--- src/rtl/tl_pkg.sv ---
// Shared TileLink D-channel types: response opcodes, the default D-beat layout
// and the response arbiter's state encoding.
package tl_pkg;

    typedef enum logic [2:0] {
        AccessAck     = 3'd0,
        AccessAckData = 3'd1,
        HintAck       = 3'd2,
        Grant         = 3'd4,
        GrantData     = 3'd5,
        ReleaseAck    = 3'd6
    } tl_d_opcode_e;

    typedef enum logic {
        IDLE,
        BURST
    } tl_d_arb_state_e;

    // size is log2 of the transfer length in bytes
    typedef struct packed {
        tl_d_opcode_e opcode;
        logic [3:0]   size;
        logic [3:0]   source;
        logic [63:0]  data;
    } tl_d_beat_t;

endpackage

--- src/rtl/tl_rr_pick.sv ---
// Combinational round-robin picker: grants the first requester found when
// scanning upwards from ptr, wrapping around at N.
module tl_rr_pick #(
    parameter int N     = 2,
    parameter int IDX_W = (N > 1) ? $clog2(N) : 1
) (
    input  logic [N-1:0]     req,
    input  logic [IDX_W-1:0] ptr,
    output logic [N-1:0]     grant,
    output logic [IDX_W-1:0] idx,
    output logic             any
);

    logic [IDX_W-1:0] j;

    always_comb begin
        grant = '0;
        idx   = '0;
        any   = 1'b0;
        j     = '0;
        for (int k = 0; k < N; k++) begin
            j = IDX_W'((int'(ptr) + k) % N);
            if (!any && req[j]) begin
                any      = 1'b1;
                grant[j] = 1'b1;
                idx      = j;
            end
        end
    end

endmodule

--- src/rtl/tl_d_resp_arbiter.sv ---
// TileLink D-channel response arbiter: round-robin merge of SLAVE_NUM slave
// D ports onto one registered master D port, holding the grant for bursts.
module tl_d_resp_arbiter
    import tl_pkg::*;
#(
    parameter int  SLAVE_NUM  = 2,
    parameter type DATA_T     = tl_d_beat_t,
    parameter int  BEAT_BYTES = 8,
    parameter int  MAX_SIZE   = 6
) (
    input  logic                  clk_i,
    input  logic                  rst_i,
    input  DATA_T [SLAVE_NUM-1:0] inp_bits_i,
    input  logic [SLAVE_NUM-1:0]  inp_valid_i,
    output logic [SLAVE_NUM-1:0]  inp_ready_o,
    output logic                  oup_valid_o,
    output DATA_T                 oup_bits_o,
    input  logic                  oup_ready_i,
    output logic                  busy_o
);

    localparam int LOG2_BEAT = $clog2(BEAT_BYTES);
    localparam int IDX_W     = (SLAVE_NUM > 1) ? $clog2(SLAVE_NUM) : 1;
    localparam int CNT_W     = (MAX_SIZE > LOG2_BEAT) ? (MAX_SIZE - LOG2_BEAT + 1) : 1;
    localparam logic [SLAVE_NUM-1:0] ONE = {{(SLAVE_NUM-1){1'b0}}, 1'b1};

    tl_d_arb_state_e      state_q, state_d;
    logic [IDX_W-1:0]     rr_ptr_q, rr_ptr_d;
    logic [IDX_W-1:0]     lock_idx_q, lock_idx_d;
    logic [CNT_W-1:0]     beats_left_q, beats_left_d;
    logic                 oup_valid_q, oup_valid_d;
    DATA_T                oup_bits_q, oup_bits_d;

    logic [SLAVE_NUM-1:0] eligible;
    logic [SLAVE_NUM-1:0] grant;
    logic [IDX_W-1:0]     win;
    logic                 any_req;
    logic                 can_load;
    logic                 accept;
    logic                 multibeat;
    DATA_T                win_bits;
    int                   size_c;
    logic [CNT_W-1:0]     nbeats_m1;

    assign can_load = !oup_valid_q || oup_ready_i;
    assign eligible = (state_q == BURST) ? (inp_valid_i & (ONE << lock_idx_q)) : inp_valid_i;

    tl_rr_pick #(
        .N     (SLAVE_NUM),
        .IDX_W (IDX_W)
    ) u_pick (
        .req   (eligible),
        .ptr   (rr_ptr_q),
        .grant (grant),
        .idx   (win),
        .any   (any_req)
    );

    // Ready is withheld while reset is asserted so no slave sees a phantom handshake.
    assign inp_ready_o = (can_load && rst_i) ? grant : '0;
    assign accept      = can_load && any_req;

    always_comb begin
        win_bits = inp_bits_i[win];
        size_c   = int'(win_bits.size);
        if (size_c > MAX_SIZE) begin
            size_c = MAX_SIZE;
        end
        multibeat = (win_bits.opcode == AccessAckData) && (size_c > LOG2_BEAT);
        nbeats_m1 = multibeat ? CNT_W'((1 << (size_c - LOG2_BEAT)) - 1) : '0;
    end

    // The pointer advances only on message heads, so a burst never costs its owner fairness.
    always_comb begin
        state_d      = state_q;
        rr_ptr_d     = rr_ptr_q;
        lock_idx_d   = lock_idx_q;
        beats_left_d = beats_left_q;
        if (accept) begin
            case (state_q)
                IDLE: begin
                    rr_ptr_d = (win == IDX_W'(SLAVE_NUM - 1)) ? '0 : (win + IDX_W'(1));
                    if (multibeat) begin
                        state_d      = BURST;
                        lock_idx_d   = win;
                        beats_left_d = nbeats_m1;
                    end
                end
                BURST: begin
                    beats_left_d = beats_left_q - CNT_W'(1);
                    if (beats_left_q == CNT_W'(1)) begin
                        state_d = IDLE;
                    end
                end
                default: state_d = IDLE;
            endcase
        end
    end

    always_comb begin
        oup_valid_d = oup_valid_q;
        oup_bits_d  = oup_bits_q;
        if (can_load) begin
            oup_valid_d = accept;
            if (accept) begin
                oup_bits_d = win_bits;
            end
        end
    end

    always_ff @(posedge clk_i or negedge rst_i) begin
        if (!rst_i) begin
            state_q      <= IDLE;
            rr_ptr_q     <= '0;
            lock_idx_q   <= '0;
            beats_left_q <= '0;
            oup_valid_q  <= 1'b0;
            oup_bits_q   <= '0;
        end else begin
            state_q      <= state_d;
            rr_ptr_q     <= rr_ptr_d;
            lock_idx_q   <= lock_idx_d;
            beats_left_q <= beats_left_d;
            oup_valid_q  <= oup_valid_d;
            oup_bits_q   <= oup_bits_d;
        end
    end

    assign oup_valid_o = oup_valid_q;
    assign oup_bits_o  = oup_bits_q;
    assign busy_o      = (state_q == BURST);

endmodule
--- config.mk ---
export PLATFORM = sky130hd
export DESIGN_NAME = tl_d_resp_arbiter
export DESIGN_NICKNAME = d
export VERILOG_FILES = /design/src/rtl/tl_pkg.sv /design/src/rtl/tl_rr_pick.sv /design/src/rtl/tl_d_resp_arbiter.sv
export SDC_FILE = /design/constraint.sdc
export NUM_CORES = 1
export LEC_CHECK = 0
export ABC_AREA = 1
export BUFFER_PORTS_ARGS = -buffer_cell sky130_fd_sc_hd__buf_2
export CORE_ASPECT_RATIO = 1.2
export CORE_MARGIN = 2
export CORE_UTILIZATION = 48
export DETAILED_ROUTE_END_ITERATION = 8
export HOLD_SLACK_MARGIN = 0.06
export MAX_ROUTING_LAYER = met4
export PLACE_DENSITY = 0.84
export SLEW_MARGIN = 20
export SYNTH_ARGS = -nofsm -noshare
export SYNTH_HDL_FRONTEND = slang
export SYNTH_SLANG_ARGS = --single-unit
export TNS_END_PERCENT = 50
--- constraint.sdc ---
create_clock -name clk_i -period 6.9 [get_ports clk_i]
set_clock_uncertainty 0.1 [all_clocks]
set_input_delay 1.38 -clock clk_i [delete_from_list [all_inputs] [get_ports clk_i]]
set_output_delay 1.38 -clock clk_i [all_outputs]
set_load 0.1 [all_outputs]
Word-level counts from Yosys, hierarchy flattened. Cells that the tools add are included.

Memories: 0. Memory bits (writable): 0. Register bits: 83. Memory bits (read-only): 0. Latch bits: 0.

Equality and inequality tests: 3. $add $sub $neg: 5. Reduce and logical (&&, ||, !) cells: 13. Muxes and demuxes: 25. Bitwise logic cells: 3. Div/mod/pow operators: 0. $lt $le $gt $ge: 7. Shift operators: 2. Multipliers: 0.

Operators with widths (number): 75-bit two-way mux (2); 1-bit by 32-bit left shift with 4-bit output, first input constant (1); 1-bit two-way mux (13); 2-bit two-way mux (4); 4-bit two-way mux (2); 4-bit one-hot mux with 2 select lines (1); 1-bit logical AND (6); 1-bit by 2-bit < comparator with 1-bit output, second input constant (3); 2-bit AND reduction (3); 4-bit by 2-bit subtractor with 5-bit output, second input constant (1); 4-bit by 1-bit == test with 1-bit output, second input constant (1); 4-bit by 2-bit greater-than comparator with 1-bit output, second input constant (1); 4-bit by 3-bit greater-than comparator with 1-bit output, second input constant (1); 4-bit by 1-bit subtractor with 4-bit output, second input constant (1); 4-bit by 2-bit subtractor with 4-bit output, second input constant (1); 3-bit by 1-bit == test with 1-bit output, second input constant (1); 3-bit AND reduction (1); 1-bit adder, second input constant (2); 2-bit bitwise AND (1); 1-bit demux with 1-bit select (2); 1-bit greater-or-equal comparator, second input constant (2); 1-bit zero test (2); 2-bit != test, second input constant (1); 2-bit OR (1); 4 further kinds (4).

Depth between registers and ports, before layout. Gate-level depths: netlist of the first run.

Depth in word-level cells: 18. Depth in mapped cells: 22.

Hierarchy. A second synthesis of the first run with hierarchy kept.

Cells, all modules: 523. Area total of the unflattened synthesis: 4058.9 um^2.

Modules (own cells, without submodules): tl_d_resp_arbiter (instances 1, area an instance 4003.8 um^2, cells each 509); tl_rr_pick (instances 1, area an instance 55.1 um^2, cells each 14).

Worst setup path after synthesis of the first run. No wires, ideal clock.

Path kind: input to output. From: in oup_ready_i. To: out inp_ready_o[0]. Slack: 1657 ps. Required time: 5420 ps. Stages: 4. Arrival: 3763 ps. Path through: nor2_1 > inv_1 > nand2_1 > a211oi_1.

Cells in the longest elaborated chain, start to end: 3.

Ends and longest elaborated chain: start, declared (RTL line tl_d_resp_arbiter.sv:18) `input logic oup_ready_i,`; 1-bit logical OR (RTL line tl_d_resp_arbiter.sv:45) `assign can_load = !oup_valid_q || oup_ready_i;`; 1-bit logical AND (RTL line tl_d_resp_arbiter.sv:60) `assign inp_ready_o = (can_load && rst_i) ? grant : '0;`; 2-bit two-way mux (RTL line tl_d_resp_arbiter.sv:60); end, declared (RTL line tl_d_resp_arbiter.sv:15) `output logic [SLAVE_NUM-1:0] inp_ready_o,`.

Every way passes these cells.

Worst setup path after layout of the first run.
From: in inp_valid_i[1]. To: out inp_ready_o[1].

Cells in the longest elaborated chain, start to end: 9.

Ends and longest elaborated chain: start, declared (RTL line tl_d_resp_arbiter.sv:14) `input logic [SLAVE_NUM-1:0] inp_valid_i,`; 2-bit bitwise AND (RTL line tl_d_resp_arbiter.sv:46) `assign eligible = (state_q == BURST) ? (inp_valid_i & (ONE << lock_idx_q)) : inp_valid_i;`; 2-bit two-way mux (*) (RTL line tl_d_resp_arbiter.sv:46); 1-bit two-way mux (not written as such) (2 in a row) (RTL line tl_rr_pick.sv:23) `if (!any && req[j]) begin`; 1-bit two-way mux (RTL line tl_rr_pick.sv:23); 1-bit zero test (RTL line tl_rr_pick.sv:23); 1-bit logical AND (RTL line tl_rr_pick.sv:23); 2-bit two-way mux (*) (RTL line tl_rr_pick.sv:23); 2-bit two-way mux (*) (RTL line tl_d_resp_arbiter.sv:60).

Mark *: on every way between the ends. The rest lies on a longest branch, timed or not. The select of a mux whose other input is x is not followed.

==> results.md, run 1 <==
* Total CTS buffers at 9
* Worst-case clock buffer depth at 2
* Fraction of layout cells with a size suffix above 1 at 36.4%
* Area after DPL at 5240 um^2
* Post-Synthesis Cells at 511
* Crit-path leading delay family: simple AND/OR/NAND/NOR gates
* Most common cell after layout, fill and taps aside: buf_2
* Crit end category: primary output
* Fillers at 699
* CP arrival at 2900 ps
* RSZ-0062 raised after global routing: no
* Number of port buffers at 233
* Row cnt at 36
* Worst path most repeated cell: buf_2
* Nets at 885
* Synth warn at 0
* Root Buffer: clkbuf_8
* Hold Vio Cnt, Final at 0
* Avg Vias per Cell at 5.14
* CTS tree: done
* H-Tree Depth at 3
* Yosys cell types at 28
* Die Y-Extent at 105 um
* Crit path launch type: primary input
* Die W at 87.8 um
* Global-route wire length before repair at 18700 um
* Total clock sinks at 83
* Routed wire length at 11600 um
* Setup TNS at 0 ps
* Highest clock rate at 0.228 GHz
* Max cap viols at 0
* Status: finished clean
* CP Class: in -> out
* Wire per inst at 13.7 um
* Clk_lat worst skew at 340 ps
* Synthesized Nets at 670
* Die area at 9180 um^2
* Top-Level Pins at 234
* Max incr delay on CP at 480 ps
* Post-cts resize count at 0
* Setup violators final at 0
* Vias at 4334
* Syn avg cell area at 7.92 um^2
* Worst hold path type: reg -> reg
* Least-Margin Pin Slew at 1000 ps
* Slew HR at 33.4%
* Top fanout value on the critical path at 80
* Area growth syn-to-layout at 34.0%
* Worst EP required at 5420 ps
* Post-Layout Inst Area at 5420 um^2
* Final period utilization at 63.5%
* Starting density of the core at 49.6%
* Antenna violations before repair at 0
* Post-DP HPWL at 8150 um
* Setup slack, reg-to-reg at 3060 ps
* Cell at the slowest stage of the critical path: nand2_4
* Post-CTS Setup Bufs at 0
* Reg clk slew, reported paths at 80 ps
* CP Cell Sequence: buf_2, inv_1, a21oi_4, nand2_4, nor2_1, buf_2
* Remaining Overflow, GRT at 0
* Detail Route Antenna Nets at 0
* Drt pass-1 iters at 5
* Slew Viols, Final at 0
* Synth Register Bits at 83
* Commonest cells after routing, fill and taps aside: 232 x buf_2, 137 x a21oi_1, 107 x nand2_1, 83 x dfrtp_1, 80 x nor2_1
* Buf/Inv on CP at 3
* GRT Util Overall at 25.9%
* Core area at 8150 um^2
* Fin crit period at 4380 ps
* DRC viols at 0
* Synthesized area at 4050 um^2
* Hold-fix buffers, CTS at 0
* Sequential share of the synthesized area at 51.3%
* 1st-iter DRT viols at 259
* N_diodes at 0
* Routability cong. at 0.857
* Vias in the first global route at 4378
* Largest net degree at the start of global routing at 84
## cells in the mapped netlist
cell | number | area share [%]
ha_1 | 4 | 1.2
nor2_1 | 80 | 7.4
buf_6 | 2 | 0.56
inv_2 | 4 | 0.37
nand3_2 | 2 | 0.49
nor2_2 | 1 | 0.15
o21ai_0 | 10 | 1.2
nand2_1 | 108 | 10
or2_1 | 1 | 0.15
a21oi_1 | 137 | 17
a21oi_2 | 1 | 0.22
nand2_4 | 1 | 0.28
buf_1 | 1 | 0.093
xor2_1 | 1 | 0.22
nand3b_1 | 2 | 0.37
buf_2 | 9 | 1.1
dfrtp_1 | 83 | 51
nand3_1 | 10 | 1.2
o211ai_1 | 1 | 0.19
o21ai_2 | 2 | 0.43
inv_1 | 20 | 1.9
a21oi_4 | 2 | 0.80
clkbuf_1 | 20 | 1.9
o21ai_1 | 3 | 0.37
xnor2_1 | 1 | 0.22
nand2_2 | 2 | 0.31
a31oi_1 | 2 | 0.31
a211oi_1 | 1 | 0.19
## logic make-up (layout without fill, tap and decap cells)
kind of cell,Yosys count,after routing,share of synthesized area [%]
DFF,83,83,51.3
buffers and inverters,56,275,5.85
xor gates and xnor gates,2,2,0.433
AOI/OAI and AO/OA,159,159,20.7
adders and majority gates,4,4,1.24
and+or+nand+nor,207,207,20.4
## layer usage
layer  track usage (%)  wire (um)  up-vias
met5                 -          0        -
met4              10.4        229        0
met3              3.32        679       23
met2              43.6       6010      211
met1              31.2       4670     2004
li1                  -          -     2096
## metrics by stage
step                instances  worst slack (ps)  utilization (%)  hold WS, ps
floorplan                 511              1660                -          390
global placement          829              2520             64.2          363
detailed placement        829              2470             64.2          381
CTS                       844              2490             66.4          400
global route              844              2290             66.5          418
finish                    844              2520             66.5          393
## sequential cells by signal, summed over array words and instances (netlist names)
signal,count
beats_left_q,4
busy_o,1
lock_idx_q,1
oup_bits_o,75
oup_valid_o,1
rr_ptr_q,1
## cell type report
cell class	count	area (um^2)	area share, %
tap	114	143	2.63
timing repair buffer	236	1190	22.1
clock inverter	2	10.0	0.185
clock buffer	13	169	3.12
sequential	83	2080	38.3
inverter	24	91.3	1.69
multi-input combinational	372	1730	32.0
## tightest hold or removal path, stage by stage (launching register included)
cell	delay, ps
dfrtp_1	350
nand2_1	50
o21ai_0	60
## path summary, 6_finish.rpt
kind,startpoint,cells after the start,end
hold reg to reg,oup_bits_o[72]$_DFFE_PN0P_,2,oup_bits_o[72]$_DFFE_PN0P_
setup reg to reg,busy_o$_DFFE_PN0P_,12,beats_left_q[0]$_DFFE_PN0P_
max in group asynchronous,rst_i,2,oup_bits_o[6]$_DFFE_PN0P_
hold / removal,oup_bits_o[72]$_DFFE_PN0P_,2,oup_bits_o[72]$_DFFE_PN0P_
setup / recovery,inp_valid_i[1],6,inp_ready_o[1]
min in group asynchronous,rst_i,2,oup_bits_o[26]$_DFFE_PN0P_
Power of run 1 is not shown: default switching activity piles up to over one toggle a cycle in this logic, so the estimate is an artifact.
==> inputs of run 2 (changes only) <==
CORE_UTILIZATION = 44   (was 48)
PLACE_DENSITY = 0.77   (was 0.84)
clock period = 4.5 ns   (was 6.9 ns; I/O delays follow)
==> results.md, run 2 (synthesis results as in run 1) <==
* Status: finished clean
* Starting density of the core at 45.0%
* Crit path launch type: primary input
* Remaining Overflow, GRT at 0
* Root Buffer: clkbuf_8
* Buf/Inv on CP at 3
* N_diodes at 0
* Number of port buffers at 233
* Die W at 91.5 um
* Reg clk slew, reported paths at 80 ps
* Fraction of layout cells with a size suffix above 1 at 36.2%
* Fin crit period at 3180 ps
* Top fanout value on the critical path at 40
* Most common cell after layout, fill and taps aside: buf_2
* Die Y-Extent at 109 um
* Max reg flops at 75
* Global-route wire length before repair at 18600 um
* Final period utilization at 70.7%
* RSZ-0062 raised after global routing: no
* Worst hold path type: reg -> reg
* Wire per inst at 14.1 um
* Highest clock rate at 0.315 GHz
* Commonest cells after routing, fill and taps aside: 232 x buf_2, 137 x a21oi_1, 107 x nand2_1, 83 x dfrtp_1, 80 x nor2_1
* Worst EP required at 3500 ps
* Hold Vio Cnt, Final at 0
* GRT Util Overall at 24.0%
* Setup TNS at 0 ps
* CTS tree: done
* Detail Route Antenna Nets at 0
* Core area at 8990 um^2
* Total clock sinks at 83
* Nets at 887
* Antenna violations before repair at 0
* Post-CTS Setup Bufs at 0
* Least-Margin Pin Slew at 884 ps
* Worst-case clock buffer depth at 2
* Vias in the first global route at 4247
* CP Cell Sequence: buf_2, inv_1, a21oi_4, nand2_4, nor2_1, buf_2
* Max cap viols at 0
* Top-Level Pins at 234
* Post-cts resize count at 0
* DRC viols at 0
* H-Tree Depth at 3
* Avg Vias per Cell at 5.09
* Row cnt at 38
* Routability cong. at 0.861
* Area growth syn-to-layout at 33.7%
* Clk_lat worst skew at 350 ps
* Max incr delay on CP at 440 ps
* Slew Viols, Final at 0
* Setup violators final at 0
* Cell at the slowest stage of the critical path: buf_2
* Vias at 4329
* CP Class: in -> out
* Routed wire length at 12000 um
* Drt pass-1 iters at 4
* 1st-iter DRT viols at 217
* Crit end category: primary output
* CP arrival at 2180 ps
* Largest net degree at the start of global routing at 83
* Crit-path leading delay family: buffers and inverters
* Post-DP HPWL at 8430 um
* Slew HR at 41.0%
* Worst path most repeated cell: buf_2
* Die area at 9980 um^2
* Total CTS buffers at 9
* Hold-fix buffers, CTS at 0
==> run 2: changes by cell type in the layout (fill, tap and decap cells not counted), sizes merged <==
cell and change:
clkinv -3, inv +1, buf +2
==> run 2: area by class of cell <==
| class | count | area (um^2) |
|---|---|---|
| clock buffers | 13 | 149 |
| multi-input cells | 372 | 1730 |
| inverters | 24 | 90.1 |
| well taps | 120 | 150 |
| flip-flops and latches | 83 | 2080 |
| repair buffers | 238 | 1210 |
| fillers | 834 | 3580 |
==> run 2: final timing paths <==
path | endpoint | start | cells past startpoint | slack, ps
worst max register to register | beats_left_q[1]$_DFFE_PN0P_ | busy_o$_DFFE_PN0P_ | 19 | 1360
min in group asynchronous | oup_bits_o[40]$_DFFE_PN0P_ | rst_i | 1 | 430
max in group asynchronous | oup_bits_o[54]$_DFFE_PN0P_ | rst_i | 2 | 2900
worst max-delay path | inp_ready_o[1] | inp_valid_i[1] | 6 | 1320
worst min-delay path | oup_bits_o[72]$_DFFE_PN0P_ | oup_bits_o[72]$_DFFE_PN0P_ | 2 | 390
worst min register to register | oup_bits_o[72]$_DFFE_PN0P_ | oup_bits_o[72]$_DFFE_PN0P_ | 2 | 390
==> run 2: metrics by stage <==
stage / util [%] / hold slack [ps] / instances / setup WS, ps / area (um^2)
2_1_floorplan: - / 390 / 511 / 65.0 / 4050
3_3_place_gp: 58.5 / 363 / 837 / 1170 / 5260
3_5_place_dp: 58.5 / 372 / 837 / 1030 / 5260
4_1_cts: 60.2 / 390 / 850 / 1320 / 5410
5_1_grt: 60.2 / 429 / 850 / 1080 / 5410
6_report: 60.2 / 385 / 850 / 1320 / 5410
==> run 2: layer usage <==
metal | vias to the layer above | track usage, % | share of wire [%]
met5 | - | - | 0
met4 | 0 | 11.8 | 1.9
met3 | 21 | 3.46 | 6.6
met2 | 190 | 40.8 | 50
met1 | 2014 | 28.0 | 41
li1 | 2104 | - | -
==> run 2: worst min-delay path, delay by kind of cell (launching register included) <==
kind	cells	cell delay, ps
compound gates	1	60
flops	1	350
simple gates	1	50
Power of run 2 is left out for the same reason.
==> inputs of run 3 (changes only) <==
clock period = 3.3 ns   (was 4.5 ns; I/O delays follow)
==> results.md, run 3 (synthesis results as in run 1) <==
* Routed wire length at 12200 um
* Total clock sinks at 83
* 1st-iter DRT viols at 155
* Die Y-Extent at 109 um
* Status: finished clean
* Root Buffer: clkbuf_8
* Most common cell after layout, fill and taps aside: buf_2
* Post-Layout Inst Area at 5500 um^2
* Nets at 891
* Post-Route Hold Slack at 260 ps
* Fin crit period at 2940 ps
* Top fanout value on the critical path at 47
* Fraction of layout cells with a size suffix above 1 at 37.0%
* RSZ-0062 raised after global routing: no
* Remaining Overflow, GRT at 0
* Commonest cells after routing, fill and taps aside: 232 x buf_2, 137 x a21oi_1, 107 x nand2_1, 83 x dfrtp_1, 80 x nor2_1
* Buf/Inv on CP at 2
* Avg Vias per Cell at 5.16
* Max incr delay on CP at 510 ps
* Core area at 8990 um^2
* Post-cts resize count at 0
* Total CTS buffers at 9
* Highest clock rate at 0.341 GHz
* Max cap viols at 0
* Worst EP required at 2540 ps
* Largest net degree at the start of global routing at 80
* Row cnt at 38
* Hold Vio Cnt, Final at 0
* Final period utilization at 89.0%
* Reg clk slew, reported paths at 80 ps
* Crit-path leading delay family: buffers and inverters
* Setup violators final at 0
* Vias at 4426
* Global-route wire length before repair at 19500 um
* Drt pass-1 iters at 5
* N_diodes at 0
* CP arrival at 2180 ps
* Area growth syn-to-layout at 35.9%
* CP Class: reg -> out
* Crit end category: primary output
* Starting density of the core at 45.0%
* Post-CTS Setup Bufs at 0
* Area after DPL at 5310 um^2
* Hold-fix buffers, CTS at 0
* Crit path launch type: register
* Number of port buffers at 233
* Max reg flops at 75
* Post-DP HPWL at 8960 um
* Detail Route Antenna Nets at 0
* CP Cell Sequence: a21oi_4, nand2_4, buf_4, nor2_1, buf_2
* DRC viols at 0
* Slew Viols, Final at 0
* CTS tree: done
* Clk_lat worst skew at 350 ps
* H-Tree Depth at 3
* Top-Level Pins at 234
* Worst-case clock buffer depth at 2
* Slew HR at 62.3%
* Cell at the slowest stage of the critical path: dfrtp_1
* Vias in the first global route at 4333
* Least-Margin Pin Slew at 566 ps
* Die area at 9980 um^2
* Die W at 91.5 um
* GRT Util Overall at 25.0%
* Worst hold path type: in -> async
* Wire per inst at 14.2 um
* Routability cong. at 0.864
* Antenna violations before repair at 0
-- run 3: worst paths after layout --
path                                       startpoint                          end  slack, ps  cells past startpoint
max in group asynchronous                       rst_i   oup_bits_o[16]$_DFFE_PN0P_       1870                      3
min in group clk_i         oup_bits_o[73]$_DFFE_PN0P_   oup_bits_o[73]$_DFFE_PN0P_        400                      2
min reg2reg                oup_bits_o[73]$_DFFE_PN0P_   oup_bits_o[73]$_DFFE_PN0P_        400                      2
max                                busy_o$_DFFE_PN0P_               inp_ready_o[1]        360                      5
min                                             rst_i      oup_valid_o$_DFFE_PN0N_        260                      2
max reg2reg                        busy_o$_DFFE_PN0P_  beats_left_q[1]$_DFFE_PN0P_        480                     19
-- run 3: layout make-up --
class                           instances  area [um^2]
Fill cell                             799         3490
Sequential cell                        83         2080
Multi-Input combinational cell        372         1740
Timing Repair Buffer                  242         1250
Clock buffer                           15          186
Tap cell                              120          150
Inverter                               24         90.1
Clock inverter                          1         5.00
-- run 3: per-layer routing --
| metal | vias up | GRT usage (%) | share of wire, % |
|---|---|---|---|
| met1 | 2081 | 28.4 | 38 |
| met5 | - | - | 0 |
| li1 | 2113 | - | - |
| met2 | 204 | 42.9 | 52 |
| met3 | 28 | 5.81 | 7.7 |
| met4 | 0 | 10.4 | 2.7 |
-- run 3: through the flow --
step | setup slack, ps | std cells | setup TNS, ps | util [%]
after detailed placement | 341 | 841 | 0 | 59.0
after global placement | 472 | 841 | 0 | 59.0
after CTS | 335 | 857 | 0 | 61.2
after floorplan | -496 | 511 | -496 | -
after global routing | 208 | 857 | 0 | 61.2
final | 364 | 857 | 0 | 61.2
-- run 3: worst register-to-register path, cell delays in order (launching register included) --
cell and delay, ps:
dfrtp_1 510, nand2_1 160, nand3_2 150, nand2_4 140
nand2_1 50, nand2_1 90, nand2_1 120, nand2_1 120
nand2_1 70, inv_1 80, ha_1 170, nand3_1 80
nand2_1 60, nand2_1 80, inv_2 80, nand3_1 80
ha_1 280, nor2_1 40, o21ai_1 160, o21ai_1 80
Power of run 3 is left out for the same reason.
